$ cat src/rtl/fib_stream.sv
// Iterative generalised-Fibonacci engine: f(n,a,b) = n==0 ? a : f(n-1, a+b, a),
// one step per cycle, with optional modular reduction, sticky overflow and a per-term stream.
module fib_stream #(
    parameter int WIDTH     = 32,
    parameter int CNT_WIDTH = 32,
    parameter int STREAM    = 0
) (
    input  logic                 clk,
    input  logic                 rst,
    input  logic                 r_enable,
    input  logic [CNT_WIDTH-1:0] init_n,
    input  logic [WIDTH-1:0]     init_a,
    input  logic [WIDTH-1:0]     init_b,
    input  logic                 mod_en,
    input  logic [WIDTH-1:0]     modulus,
    output logic                 busy,
    output logic                 w_enable,
    output logic [WIDTH-1:0]     result,
    output logic                 overflow,
    output logic                 term_valid,
    input  logic                 term_ready,
    output logic [WIDTH-1:0]     term_data
);

    typedef enum logic {
        IDLE = 1'b0,
        RUN  = 1'b1
    } state_t;

    localparam logic [CNT_WIDTH-1:0] N_ZERO = {CNT_WIDTH{1'b0}};
    localparam logic [CNT_WIDTH-1:0] N_ONE  = {{(CNT_WIDTH-1){1'b0}}, 1'b1};
    localparam logic [WIDTH-1:0]     W_ZERO = {WIDTH{1'b0}};

    state_t               state_r,    state_s;
    logic [CNT_WIDTH-1:0] n_r,        n_s;
    logic [WIDTH-1:0]     a_r,        a_s;
    logic [WIDTH-1:0]     b_r,        b_s;
    logic                 mod_en_r,   mod_en_s;
    logic [WIDTH-1:0]     modulus_r,  modulus_s;
    logic [WIDTH-1:0]     result_r,   result_s;
    logic                 w_enable_r, w_enable_s;
    logic                 overflow_r, overflow_s;
    logic                 busy_r,     busy_s;

    logic                 mod_active_s;
    logic [WIDTH:0]       step_sum_s;
    logic                 term_valid_s;
    logic                 step_fire_s;

    // Returns {carry, sum}; in modular mode the carry is always zero and the sum is reduced once.
    function automatic logic [WIDTH:0] add_step(
        input logic [WIDTH-1:0] x,
        input logic [WIDTH-1:0] y,
        input logic             mod_on,
        input logic [WIDTH-1:0] m
    );
        logic [WIDTH:0] sum;
        logic [WIDTH:0] red;
        sum = {1'b0, x} + {1'b0, y};
        red = sum - {1'b0, m};
        if (mod_on) begin
            if (sum >= {1'b0, m}) begin
                add_step = {1'b0, red[WIDTH-1:0]};
            end else begin
                add_step = {1'b0, sum[WIDTH-1:0]};
            end
        end else begin
            add_step = sum;
        end
    endfunction

    assign mod_active_s = mod_en_r && (modulus_r != W_ZERO);
    assign step_sum_s   = add_step(a_r, b_r, mod_active_s, modulus_r);
    assign term_valid_s = (STREAM != 0) && (state_r == RUN) && (n_r != N_ZERO);
    assign step_fire_s  = (STREAM == 0) ? 1'b1 : (term_valid_s && term_ready);

    assign busy       = busy_r;
    assign w_enable   = w_enable_r;
    assign result     = result_r;
    assign overflow   = overflow_r;
    assign term_valid = term_valid_s;
    assign term_data  = a_r;

    // Next-state and datapath update for the IDLE/RUN controller.
    always_comb begin
        state_s    = state_r;
        n_s        = n_r;
        a_s        = a_r;
        b_s        = b_r;
        mod_en_s   = mod_en_r;
        modulus_s  = modulus_r;
        result_s   = result_r;
        w_enable_s = 1'b0;
        overflow_s = overflow_r;
        busy_s     = busy_r;
        case (state_r)
            IDLE: begin
                if (r_enable) begin
                    n_s        = init_n;
                    a_s        = init_a;
                    b_s        = init_b;
                    mod_en_s   = mod_en;
                    modulus_s  = modulus;
                    overflow_s = 1'b0;
                    busy_s     = 1'b1;
                    state_s    = RUN;
                end else begin
                    busy_s     = 1'b0;
                end
            end
            RUN: begin
                if (n_r == N_ZERO) begin
                    result_s   = a_r;
                    w_enable_s = 1'b1;
                    busy_s     = 1'b0;
                    state_s    = IDLE;
                end else if (step_fire_s) begin
                    n_s = n_r - N_ONE;
                    a_s = step_sum_s[WIDTH-1:0];
                    b_s = a_r;
                    if (step_sum_s[WIDTH]) begin
                        overflow_s = 1'b1;
                    end else begin
                        overflow_s = overflow_r;
                    end
                end else begin
                    n_s = n_r;
                end
            end
            default: begin
                state_s = IDLE;
                busy_s  = 1'b0;
            end
        endcase
    end

    // State and datapath registers with synchronous reset.
    always_ff @(posedge clk) begin
        if (rst) begin
            state_r    <= IDLE;
            n_r        <= N_ZERO;
            a_r        <= W_ZERO;
            b_r        <= W_ZERO;
            mod_en_r   <= 1'b0;
            modulus_r  <= W_ZERO;
            result_r   <= W_ZERO;
            w_enable_r <= 1'b0;
            overflow_r <= 1'b0;
            busy_r     <= 1'b0;
        end else begin
            state_r    <= state_s;
            n_r        <= n_s;
            a_r        <= a_s;
            b_r        <= b_s;
            mod_en_r   <= mod_en_s;
            modulus_r  <= modulus_s;
            result_r   <= result_s;
            w_enable_r <= w_enable_s;
            overflow_r <= overflow_s;
            busy_r     <= busy_s;
        end
    end

endmodule
$ cat config.mk
export PLATFORM = sky130hd
export DESIGN_NAME = fib_stream
export DESIGN_NICKNAME = d
export VERILOG_FILES = /design/src/rtl/fib_stream.sv
export SDC_FILE = /design/constraint.sdc
export NUM_CORES = 1
export LEC_CHECK = 0
export BUFFER_PORTS_ARGS = -buffer_cell sky130_fd_sc_hd__clkbuf_2
export CORE_AREA = 8 8 197 143
export CTS_BUF_LIST = sky130_fd_sc_hd__clkbuf_4 sky130_fd_sc_hd__clkbuf_8 sky130_fd_sc_hd__clkbuf_16
export DETAILED_ROUTE_END_ITERATION = 8
export DIE_AREA = 0 0 205 151
export HOLD_SLACK_MARGIN = 0.08
export PLACE_DENSITY = 0.75
export SYNTH_ARGS = -nofsm -noshare
export SYNTH_HDL_FRONTEND = slang
export SYNTH_SLANG_ARGS = --single-unit
$ cat constraint.sdc
create_clock -name clk -period 8.2 [get_ports clk]
set_clock_uncertainty 0.15 [all_clocks]
set_input_delay 1.64 -clock clk [delete_from_list [all_inputs] [get_ports clk]]
set_output_delay 1.64 -clock clk [all_outputs]
set_load 0.01 [all_outputs]
* Word level (Yosys, flattened, before mapping)
Index checks and enable logic that the tools add are counted.
** Storage, ports and cells
- Register bits :: 165
- Output and inout port bits :: 68
** Operators by class
- Add/subtract/negate cells :: 3
- Order comparisons :: 1
- Eq/ne operators :: 4
- Muxes and demuxes :: 21
- Bitwise gates (word level) :: 1
- Reductions and logical operators :: 8
** Operators by type and width (count)
- 2-to-1 mux 32 bit :: 7
- case mux 32 bit (2 select lines) :: 3
- adder 32 x 32 -> 33 bit :: 1
- greater-or-equal comparator 33 x 32 -> 1 bit :: 1
- 2-to-1 mux 33 bit :: 1
- logical NOT 32 bit :: 1
- nonzero test 32 bit :: 1
- subtractor 32 x 1 -> 32 bit (second input constant) :: 1
- subtractor 32 bit :: 1
- 2-to-1 mux 1 bit :: 7
- case mux 1 bit (2 select lines) :: 3
- AND reduction 2 bit :: 3
- != test 2 x 1 -> 1 bit (second input constant) :: 2
- != test 2 bit (second input constant) :: 2
- AND reduction 3 bit :: 1
- OR reduction 2 bit :: 1
- logical AND 1 bit :: 1
- inverter 1 bit :: 1

* Depth between registers and ports, before layout
Gate-level depths: netlist of run 1.
- Depth in word-level cells :: 7
- Mapped depth :: 24
- Mapped depth without buffers :: 21

* Least setup slack after synthesis of run 1
OpenSTA, ideal clock, no wires.
- Kind :: register to register
- From :: register a_r[0] (netlist: term_data[0])
- To :: register a_r[12] (netlist: term_data[12])
- Arrival :: 4469 ps
- Required time :: 7922 ps
- Setup slack :: 3453 ps
- Cell stages (with the launch flop) :: 23
- Path through :: dfxtp_1 -> ha_1 -> fa_1 -> a21oi_1 -> o21ba_2 -> a31oi_1 -> o21a_1 -> a31oi_1 -> o21ai_0 -> nor2_1 -> xnor2_1 -> ha_1 -> and4_1 -> nand2_1 -> nor4_1 -> nand4_1 -> o211ai_1 -> a21oi_1 -> a31oi_1 -> buf_4 -> mux2_2 -> a221oi_1 -> nor2_1
** Between the ends
- Cells in the longest elaborated chain, start to end :: 6
- Elaborated cells between the ends (all ways) :: 7
- Classes of those cells :: 2 x add/sub; 1 x order compare; 4 x mux
** Ends and longest elaborated chain
- start: declaration :: RTL line 36 : logic [WIDTH-1:0] a_r, a_s;
- start signal: assignment :: RTL line 153 : a_r <= a_s;
- adder 32 x 32 -> 33 bit * :: RTL line 59 : sum = {1'b0, x} + {1'b0, y};
- subtractor 32 bit / greater-or-equal comparator 33 x 32 -> 1 bit (equally long branches) :: RTL line 60, 62
- 2-to-1 mux 32 bit :: RTL line 62 : if (sum >= {1'b0, m}) begin
- 2-to-1 mux 33 bit * :: RTL line 61 : if (mod_on) begin
- 2-to-1 mux 32 bit * :: RTL line 112 : if (n_r == N_ZERO) begin
- case mux 32 bit (2 select lines) * :: RTL line 96 : case (state_r)
Mark *: on every way between the ends. The rest lies on a longest branch, timed or not. The select of a mux whose other input is x is not followed.
A chain may end at the register's enable or synchronous reset.

* Worst setup path in the final report of run 1
- From :: register a_r[0] (netlist: term_data[0])
- To :: register a_r[11] (netlist: term_data[11])
Same word-level chain as after synthesis.

==> results of run 1 <==
stage by stage:
stage	std cells	power [mW]	hold WS [ns]	utilization
floorplan	1411	1.90	0.283	-
global placement	1868	2.19	0.293	0.486
detailed placement	1868	2.22	0.297	0.486
CTS	1900	3.09	0.306	0.511
global route	1900	3.29	0.324	0.511
finish	1900	3.10	0.305	0.511
final cells by class:
type,count,share of cell area
inverters,51,0.0149
clock inverters,10,0.0112
multi-input cells,1113,0.564
repair buffers,208,0.0832
clock buffers,22,0.0375
flip-flops and latches,165,0.257
well taps,331,0.0322
critical path: stages, from the launching register on:
cell	delay (ns)
dfxtp_1	0.36
ha_1	0.26
fa_1	0.42
a21oi_1	0.21
o21ba_2	0.18
a31oi_1	0.25
o21a_1	0.32
a31oi_1	0.40
o21ai_0	0.19
nor2_1	0.14
xnor2_1	0.11
ha_1	0.39
and4_1	0.25
nand2_1	0.11
nor4_1	0.31
nand4_1	0.16
o211ai_1	0.12
a21oi_1	0.12
a31oi_4	0.80
buf_4	0.39
mux2_2	0.39
a221oi_1	0.24
nor2_1	0.06
state kept, by name, indices dropped and copies added (netlist names):
name	flops
mod_en_r	1
n_r	32
overflow	1
w_enable	1
modulus_r	32
result	32
term_data	32
state_r	1
b_r	32
busy	1
worst min path at each step:
stage	to	cells past startpoint	startpoint
after floorplan	mod_en_r	2	mod_en_r
after global placement	result[23]	2	result[23]
after detailed placement	result[17]	2	result[17]
after CTS	result[18]	2	result[18]
after global routing	result[18]	2	result[18]
final	result[18]	2	result[18]
power by group through the flow:
stage          logic (mW)  registers [mW]  clock network [mW]
2_1_floorplan       0.956           0.943                   0
3_3_place_gp         1.23           0.964                   0
3_5_place_dp         1.25           0.968                   0
4_1_cts              1.26           0.951               0.879
5_1_grt              1.42           0.961               0.914
6_report             1.28           0.952               0.869
kinds of logic after synthesis:
logic type,Yosys count
AOI/OAI and AO/OA,438
xor gates and xnor gates,58
adders and majority gates,67
buffers and inverters,133
DFF,165
muxes,60
other,1
and+or+nand+nor,489
cells in the mapped netlist, types with 8 or more instances:
cell type and instances:
nand2_1 212, dfxtp_1 165, a21oi_1 142, nor2_1 127, o21ai_0 67, ha_1 65, mux2i_1 58, clkbuf_1 55
inv_1 51, a211oi_1 37, a211oi_2 34, xnor2_1 34, a21o_1 29, nand3_1 27, xor2_1 24, a31oi_1 22
nor3_1 21, nor4_1 14, nor2b_1 13, o21a_1 13, buf_2 12, nand4_1 12, and3_1 11, or3_1 11
nand2b_1 9, o21bai_1 9, a2111oi_0 8, o221ai_1 8, o31ai_1 8
routing by layer:
| metal | track usage | vias up | wire (um) |
|---|---|---|---|
| met1 | 0.310 | 5184 | 16700 |
| met5 | 0 | - | 24 |
| met3 | 0.0524 | 57 | 2890 |
| met4 | 0.0642 | 4 | 637 |
| met2 | 0.370 | 424 | 16300 |
| li1 | - | 5389 | - |
==> implementation parameters, run 1 <==
Parameter                              Value

Status
  Outcome ... finished, final reports clean

Synth
  Post-synthesis sequential element count ... 165
  Multiplexer share of the synthesized area ... 0.0544
  Dominant combinational cell family by area after synthesis ... compound AO/OA/AOI/OAI gates
  Per-instance average area after synthesis ... between 7 and 8 um^2
  Number of library cell types mapped by synthesis ... 75
  Number of flops mapped to enable cells by yosys ... 0
  Total standard cell area after synthesis ... 11100 um^2
  Complex-gate fraction of the synthesized area ... 0.271
  Share of async-settable or async-resettable flops after synthesis ... 0
  Synthesized-area fraction occupied by and/or/nand/nor cells ... 0.201
  Most area-consuming cells after synthesis ... dfxtp_1, ha_1, nand2_1
  Synthesized-area fraction occupied by adder cells ... 0.0770
  Xor/xnor share of the synthesized area ... 0.0458
  Number of nets in the synthesized netlist ... 1611
  Sequential share of the synthesized area ... 0.298
  Number of warnings printed during yosys synthesis ... 0
  Largest area contributor in the netlist ... dfxtp_1
  Gate count of the mapped netlist ... 1411
  Fraction of synthesized cell area taken by the top area cell type ... 0.298
  Ys flop type ... dfxtp_1

Global route
  Number of antenna violations at the first check in global routing ... 2
  Via count of the first global-routing pass ... 10700
  Global-route wire length before repair ... 57.5 mm
  Pin count of the biggest net entering global routing ... 68
  Total GRT Usage ... 0.232
  Remaining Overflow, GRT ... 0

Power
  VDD IR max ... approximately 0.16 mV
  Part of the total power dissipated in the clock network ... 0.280
  Switching power ... 1.20 mW
  Part of the power in registers ... 0.307
  Combinational power share ... 0.413
  Static leakage ... roughly 5.3 nW
  Switching part of the total power ... 0.387
  Power density over the cells ... 241 nW/um^2
  Internal ... ~1.9 mW

Placed design
  Pre-CTS WS ... ~1.9 ns
  IO buf count ... 198
  Cell area after placement ... approximately 12000 um^2
  Gpl congestion ... around 0.94
  HPWL reported at the end of detailed placement ... 27.2 mm

Die
  Effective utilization at floorplan ... 0.441
  Y dimension of the die ... 151 um
  Overall die width ... 205 um
  Die Outline Area ... 31000 um^2
  Io pins ... 201
  Placeable core region ... 25100 um^2
  Row count ... 49

Drt
  Routed wire length ... 36.5 mm
  Antenna-violating nets left ... 0
  Avg Vias per Cell ... between 5 and 6
  DRC violation count after routing ... 0
  Average routed wire per standard cell ... 19.2 um
  First drt pass iteration count ... 5
  Starting DRT DRC Count ... 786
  Detailed-route via count ... about 11000

Clock network
  Resized cells post-CTS ... 0
  Buffers from clock root to sink, at most ... 2
  Root Driver ... clkbuf_16
  CTS tree ... built
  Number of buffers inserted by post-CTS setup repair ... 0
  Clock transition at the registers of the reported paths ... 0.07 ns
  H-Tree Level Count ... 4
  CTS Sinks ... 165
  CTS hold repair buffers ... 0
  Clk_lat worst skew ... approximately 0.44 ns
  Number of buffers created by CTS ... 17

Min path
  Worst min-delay path class ... flip-flop to flip-flop

Timing
  Period minus WS final ... 6.46 ns
  Number of hold violations in the final report ... 0
  Count of endpoints failing setup in the final report ... 0
  Final period utilization ... 0.788
  Worst slew pin tran ... between 0.9 and 1 ns
  Final total negative setup slack ... 0 ns
  Fmax ... 155 MHz
  Final worst setup slack ... between 1.5 and 2 ns
  Max Transition Viols Final ... 0
  Slew HR ... 0.357
  Unrepaired setup endpoints after global routing ... no

Critical path
  Kind of critical path ... flip-flop to flip-flop
  Highest fanout seen on the critical path ... 28
  Critical register-to-register path startpoint ... term_data[0]
  Number of cells on the worst reg-to-reg path ... 22
  Worst flop-to-flop path endpoint ... term_data[11]
  Endpoint arrival time on the critical path ... 6.62 ns
  Critical Path Source ... term_data[0]
  Required time of the critical path ... around 8.4 ns
  Launching element type of the critical path ... flip-flop
  R2R Setup Slk ... between 1.5 and 2 ns
  End of the critical path ... term_data[11]
  Kind of capture point of the worst setup path ... flip-flop

Layout
  Final design instance area without fill ... 12800 um^2
  Layout filler cell count ... 2451
  Share of layout cells above drive strength 1 ... 0.194
  Layout net count ... 1756
  Area taken by multi-input logic gates ... approximately 7200 um^2
  Leading cell type in the layout, fill and taps excluded ... nand2_1
  Number of antenna repair diodes ... 0
  Area of all sequential standard cells ... 3310 um^2
  Synthesis-to-finish area growth ... 15.9%
  Commonest cells after routing, fill and taps aside ... nand2_1, clkbuf_2, dfxtp_1

Job
  Max-cap viol count ... 0
No activity file was read; power rests on OpenSTA's default activity.
==> inputs of run 2 (changes only) <==
- clock period: 8.2 -> 6 ns (I/O delays scaled with it)
==> implementation parameters, run 2 (synthesis results as in run 1) <==
Parameter                              Value

Critical path
  Highest fanout seen on the critical path ... 11 (-61%)
  Number of cells on the worst reg-to-reg path ... 21 (-4.5%)
  Required time of the critical path ... 6.17 ns (-2.19 ns)
  Critical register-to-register path startpoint ... term_data[0]
  Kind of critical path ... flip-flop to flip-flop
  Launching element type of the critical path ... flip-flop
  Kind of capture point of the worst setup path ... flip-flop
  R2R Setup Slk ... 0.40 ns (-1.33 ns)
  Worst flop-to-flop path endpoint ... term_data[3]
  Endpoint arrival time on the critical path ... 5.76 ns (-0.86 ns)

Clock network
  Clk_lat worst skew ... 0.45 ns (about the same)
  Clock transition at the registers of the reported paths ... 0.07 ns (about the same)
  CTS Sinks ... 165 (unchanged)
  CTS tree ... built
  H-Tree Level Count ... 4 (unchanged)
  Root Driver ... clkbuf_16
  Number of buffers created by CTS ... 17 (unchanged)
  Buffers from clock root to sink, at most ... 2 (unchanged)
  CTS hold repair buffers ... 0 (unchanged)

Global route
  Global-route wire length before repair ... 57.9 mm (+0.64%)
  Pin count of the biggest net entering global routing ... 68 (unchanged)
  Total GRT Usage ... 0.233 (+0.00164)
  Via count of the first global-routing pass ... 10600 (-0.63%)
  Number of antenna violations at the first check in global routing ... 2 (unchanged)
  Remaining Overflow, GRT ... 0 (unchanged)

Layout
  Area taken by multi-input logic gates ... 7260 um^2 (+0.24%)
  Commonest cells after routing, fill and taps aside ... nand2_1, clkbuf_2, dfxtp_1
  Synthesis-to-finish area growth ... 17.4%
  Area of all sequential standard cells ... 3310 um^2 (unchanged)
  Share of layout cells above drive strength 1 ... 0.205 (+0.0110)
  Leading cell type in the layout, fill and taps excluded ... nand2_1
  Number of antenna repair diodes ... 0 (unchanged)
  Layout filler cell count ... 2453 (+0.082%)
  Layout net count ... 1775 (+1.1%)
  Post-layout util ... 0.518 (+0.00687)

Die
  Row count ... 49 (unchanged)
  Effective utilization at floorplan ... 0.441 (unchanged)
  Y dimension of the die ... 151 um (unchanged)
  Io pins ... 201 (unchanged)
  Die Outline Area ... 31000 um^2 (unchanged)
  Placeable core region ... 25100 um^2 (unchanged)
  Overall die width ... 205 um (unchanged)

Drt
  Antenna-violating nets left ... 0 (unchanged)
  Detailed-route via count ... 11200 (+1.0%)
  Length of routed met3 wiring ... 2.77 mm (-3.9%)
  First drt pass iteration count ... 5 (unchanged)
  Detailed-routed wire length on met2 ... 16.3 mm (+0.47%)
  Average routed wire per standard cell ... 19.2 um (about the same)
  DRC violation count after routing ... 0 (unchanged)
  Avg Vias per Cell ... 5.82 (about the same)
  Starting DRT DRC Count ... 971 (+24%)
  Wire length on met1 ... 16.9 mm (+1.3%)
  Routed wire length ... 36.8 mm (+0.91%)
  Top routing layer used ... met5

Min path
  Worst min-delay path class ... flip-flop to flip-flop
  Min-Delay Endpoint ... result[22]
  Hold path cells ... 2 (unchanged)
  Hold Path Origin ... result[22]

Status
  Outcome ... finished, final reports clean

Timing
  Number of hold violations in the final report ... 0 (unchanged)
  Period minus WS final ... 5.60 ns (-0.865 ns)
  Final period utilization ... 0.933 (+0.145)
  Final total negative setup slack ... 0 ns (unchanged)
  Max Transition Viols Final ... 0 (unchanged)
  Slew HR ... 0.341 (-0.0161)
  Unrepaired setup endpoints after global routing ... no
  Worst slew pin tran ... 0.985 ns (+0.0216 ns)
  Count of endpoints failing setup in the final report ... 0 (unchanged)
  Fmax ... 179 MHz (+15%)

Placed design
  HPWL reported at the end of detailed placement ... 27.4 mm (+0.78%)
  IO buf count ... 198 (unchanged)
  Gpl congestion ... 0.937 (about the same)

Power
  Static leakage ... 5.46 nW (+2.1%)
  VDD IR max ... 0.221 mV (+36%)
  Power density over the cells ... 331 nW/um^2 (+37%)

Job
  Max-cap viol count ... 0 (unchanged)
-- run 2: cell count changes in the layout (fill, tap and decap cells not counted), moves of 2 or more --
| cell | change |
|---|---|
| a211oi_1 | -2 |
| a211oi_2 | +2 |
| buf_4 | +19 |
| clkinvlp_4 | -2 |
-- run 2: what timing repair did --
action	in CTS	in global routing
resized for setup	0	5
setup buffers	0	8
endpoints found under the setup margin	0	14
-- run 2: stage by stage --
step | hold WS (ns) | power, mW | setup WS, ns | instances | cell area, um^2
finish | 0.304 | 4.30 | 0.402 | 1918 | 13000
global route | 0.324 | 4.56 | 0.00384 | 1918 | 13000
CTS | 0.305 | 4.28 | 0.247 | 1910 | 12900
detailed placement | 0.295 | 3.04 | 0.275 | 1879 | 12300
global placement | 0.294 | 3.02 | 0.392 | 1879 | 12300
floorplan | 0.283 | 2.60 | 1.25 | 1411 | 11100
-- run 2: worst max path at each step --
stage / start / end / slack [ns]
after global placement: term_data[0] / term_data[7] / 0.39
final: term_data[0] / term_data[3] / 0.40
after CTS: term_data[0] / term_data[7] / 0.25
after detailed placement: term_data[0] / term_data[25] / 0.27
after floorplan: term_data[0] / term_data[12] / 1.25
after global routing: term_data[0] / term_data[25] / 0.004
-- run 2: final cells by class --
cell class | instances | share of cell area
inverters | 51 | 0.0147
well taps | 331 | 0.0318
clock buffers | 21 | 0.0359
multi-input cells | 1113 | 0.557
repair buffers | 227 | 0.0930
clock inverters | 10 | 0.0131
flip-flops and latches | 165 | 0.254
-- run 2: per-layer routing --
| layer | up-vias | GRT usage |
|---|---|---|
| met2 | 431 | 0.373 |
| met5 | - | 0 |
| met4 | 4 | 0.0635 |
| met3 | 58 | 0.0507 |
| li1 | 5439 | - |
| met1 | 5238 | 0.314 |
-- run 2: power by group --
part           internal, mW  switching (mW)
logic                 0.733            1.05
clock network         0.732           0.492
registers              1.18           0.109
-- run 2: critical path, cell delays in order (launching register included) --
cell       delay (ns)
dfxtp_1          0.36
ha_1             0.26
fa_1             0.40
a21oi_1          0.21
o21ba_2          0.20
a31oi_2          0.19
o2111ai_1        0.36
and2_1           0.28
o21ai_0          0.13
xnor2_1          0.33
ha_1             0.38
and3_1           0.20
nand2_1          0.13
nor2_1           0.08
a211oi_2         0.29
o211ai_1         0.12
a21oi_1          0.25
a31oi_4          0.20
buf_4            0.22
buf_4            0.16
mux2i_1          0.14
a2111oi_0        0.41
==> inputs of run 3 (changes only) <==
- CAP_MARGIN: not set -> 20
- CORE_AREA: 8 8 197 143 -> 8 8 176 128
- DIE_AREA: 0 0 205 151 -> 0 0 184 136
- PLACE_DENSITY: 0.75 -> 0.9
==> implementation parameters, run 3 (synthesis results as in run 1) <==
Parameter                              Value

Power
  Internal ... 2.51 mW (-5.1%)
  Static leakage ... 5.37 nW (-1.7%)
  Part of the power in registers ... 0.310 (+0.009)
  Part of the total power dissipated in the clock network ... 0.265 (-0.019)
  Power density over the cells ... 328 nW/um^2 (-0.88%)
  Switching part of the total power ... 0.401 (+0.0165)
  Combinational power share ... 0.426 (+0.011)
  Switching power ... 1.68 mW (+1.7%)
  Design Power ... 4.20 mW (-2.5%)
  VDD IR max ... 0.200 mV (-9.5%)

Die
  Io pins ... 201 (unchanged)
  Placeable core region ... 20000 um^2 (-20%)
  Effective utilization at floorplan ... 0.553 (+0.112)
  Y dimension of the die ... 136 um (-9.9%)
  Row count ... 44 (-10%)
  Overall die width ... 184 um (-10%)
  Die Outline Area ... 25000 um^2 (-19%)

Timing
  Final worst setup slack ... 0.334 ns (-0.0681 ns)
  Worst slew pin tran ... 0.945 ns (-0.0393 ns)
  Unrepaired setup endpoints after global routing ... no
  Max Transition Viols Final ... 0 (unchanged)
  Final period utilization ... 0.944 (+0.0114)
  Slew HR ... 0.367 (+0.0263)
  Period minus WS final ... 5.67 ns (+0.0681 ns)
  Final total negative setup slack ... 0 ns (unchanged)
  Hold Worst Slack ... 0.306 ns (+0.00194 ns)
  Fmax ... 176 MHz (-1.2%)
  Count of endpoints failing setup in the final report ... 0 (unchanged)
  Number of hold violations in the final report ... 0 (unchanged)

Layout
  Number of antenna repair diodes ... 0 (unchanged)
  Commonest cells after routing, fill and taps aside ... nand2_1, clkbuf_2, dfxtp_1
  Final design instance area without fill ... 12800 um^2 (-1.7%)
  Share of layout cells above drive strength 1 ... 0.200 (-0.00479)
  Synthesis-to-finish area growth ... 15.5%
  Layout net count ... 1762 (-0.73%)
  Cell Count, Final, Fillers Out ... 1851 (-3.5%)
  Leading cell type in the layout, fill and taps excluded ... nand2_1
  Post-layout util ... 0.639 (+0.121)

Placed design
  Pre-CTS WS ... 0.398 ns (+0.123 ns)
  Cell count after placement ... 1819 (-3.2%)
  IO buf count ... 198 (unchanged)
  Cell area after placement ... 12200 um^2 (-0.91%)
  Gpl congestion ... 0.941 (+0.43%)
  HPWL reported at the end of detailed placement ... 26.3 mm (-4.1%)

Job
  Max-cap viol count ... 0 (unchanged)

Critical path
  R2R Setup Slk ... 0.33 ns (-0.07 ns)
  Number of cells on the worst reg-to-reg path ... 22 (+4.8%)
  Biggest cell delay along the critical path ... 0.49 ns (+0.08 ns)
  Endpoint arrival time on the critical path ... 5.89 ns (+0.13 ns)
  Kind of critical path ... flip-flop to flip-flop
  Launching element type of the critical path ... flip-flop
  Worst flop-to-flop path endpoint ... term_data[8]
  Series of cell instances along the critical path ... ha_1 -> fa_1 -> a21oi_1 -> o21ba_2 -> a31oi_1 -> buf_4 -> o2111ai_2 -> and2_1 -> o21ai_0 -> xor2_1 -> ha_1 -> and3_1 -> nand2_1 -> nor2_1 -> a211oi_2 -> o211ai_1 -> a21oi_1 -> a31oi_4 -> buf_4 -> mux2i_1 -> a2111oi_1 -> a31o_2
  Slowest stage cell, crit path ... a2111oi_1
  Required time of the critical path ... 6.22 ns (+0.05 ns)
  Highest fanout seen on the critical path ... 16 (+5)
  Kind of capture point of the worst setup path ... flip-flop
  Critical register-to-register path startpoint ... term_data[0]

Global route
  Total GRT Usage ... 0.274 (+0.0408)
  Number of antenna violations at the first check in global routing ... 0 (-2)
  Via count of the first global-routing pass ... 10600 (-0.48%)
  Global-route wire length before repair ... 55.6 mm (-3.9%)
  Pin count of the biggest net entering global routing ... 68 (unchanged)
  Remaining Overflow, GRT ... 0 (unchanged)

Drt
  First drt pass iteration count ... 5 (unchanged)
  Starting DRT DRC Count ... 1259 (+30%)
  Average routed wire per standard cell ... 19.2 um (+0.11%)
  Routed wire length ... 35.6 mm (-3.4%)
  DRC violation count after routing ... 0 (unchanged)
  Antenna-violating nets left ... 0 (unchanged)
  Detailed-route via count ... 11400 (+2.3%)
  Avg Vias per Cell ... 6.17 (+6.0%)

Min path
  Hold Path Origin ... result[6]
  Min-Delay Endpoint ... result[6]
  Worst min-delay path class ... flip-flop to flip-flop
  Hold path cells ... 2 (unchanged)

Status
  Outcome ... finished, final reports clean

Clock network
  CTS Sinks ... 165 (unchanged)
  Root Driver ... clkbuf_16
  Number of buffers inserted by post-CTS setup repair ... 0 (unchanged)
  Buffers from clock root to sink, at most ... 2 (unchanged)
  H-Tree Level Count ... 4 (unchanged)
  Clock transition at the registers of the reported paths ... 0.07 ns (about the same)
  Number of buffers created by CTS ... 17 (unchanged)
  CTS tree ... built
  Clk_lat worst skew ... 0.43 ns (-0.02 ns)
## run 3: cell count changes in the layout (fill, tap and decap cells not counted), moves of 2 or more
| cell | before | now |
|---|---|---|
| bufinv_16 | 4 | 1 |
| buf_4 | 30 | 17 |
| inv_8 | 1 | 3 |
| nor2_2 | 1 | 3 |
| inv_6 | 2 | 5 |
## run 3: worst max-delay path, delay by kind of cell, from the launching register on
family,cells,cell delay [ns]
AO/OA/AOI/OAI,11,2.54
XOR/XNOR,1,0.31
adder cells (fa/ha/maj),3,0.84
buffers and inverters,2,0.49
flip-flops,1,0.41
multiplexers,1,0.15
AND/OR/NAND/NOR,4,0.70
## run 3: cell type report
| cell class | count | area [um^2] |
|---|---|---|
| repair buffers | 214 | 1110 |
| inverters | 51 | 191 |
| flip-flops and latches | 165 | 3310 |
| clock buffers | 19 | 447 |
| well taps | 276 | 345 |
| fillers | 1770 | 7240 |
| multi-input cells | 1113 | 7260 |
| clock inverters | 13 | 138 |
## run 3: power groups by stage
stage | clock (mW) | combinational (mW) | sequential, mW
floorplan | 0 | 1.31 | 1.29
finish | 1.11 | 1.79 | 1.30
global route | 1.17 | 1.94 | 1.31
CTS | 1.12 | 1.74 | 1.30
global placement | 0 | 1.68 | 1.31
detailed placement | 0 | 1.72 | 1.32
## run 3: timing repair
action	CTS	global route
resized for setup	0	8
endpoints found under the setup margin	0	2
hold buffers	0	0
## run 3: per-layer routing
| metal | share of wire | global-route usage | vias to the layer above | routed length (um) |
|---|---|---|---|---|
| met5 | 0 | 0 | - | 0 |
| met4 | 0.033 | 0.102 | 0 | 1180 |
| met3 | 0.097 | 0.0644 | 94 | 3450 |
| met2 | 0.44 | 0.433 | 587 | 15800 |
| met1 | 0.43 | 0.360 | 5348 | 15200 |
| li1 | - | - | 5399 | - |
## run 3: worst max-delay path by stage
| stage | from | endpoint | slack (ns) | cells after the start |
|---|---|---|---|---|
| 5_1_grt | term_data[0] | term_data[8] | 0.03 | 22 |
| 4_1_cts | term_data[0] | term_data[8] | 0.25 | 22 |
| 2_1_floorplan | term_data[0] | term_data[12] | 1.25 | 22 |
| 3_5_place_dp | term_data[0] | term_data[25] | 0.40 | 22 |
| 3_3_place_gp | term_data[1] | term_data[7] | 0.60 | 20 |
| 6_report | term_data[0] | term_data[8] | 0.33 | 22 |
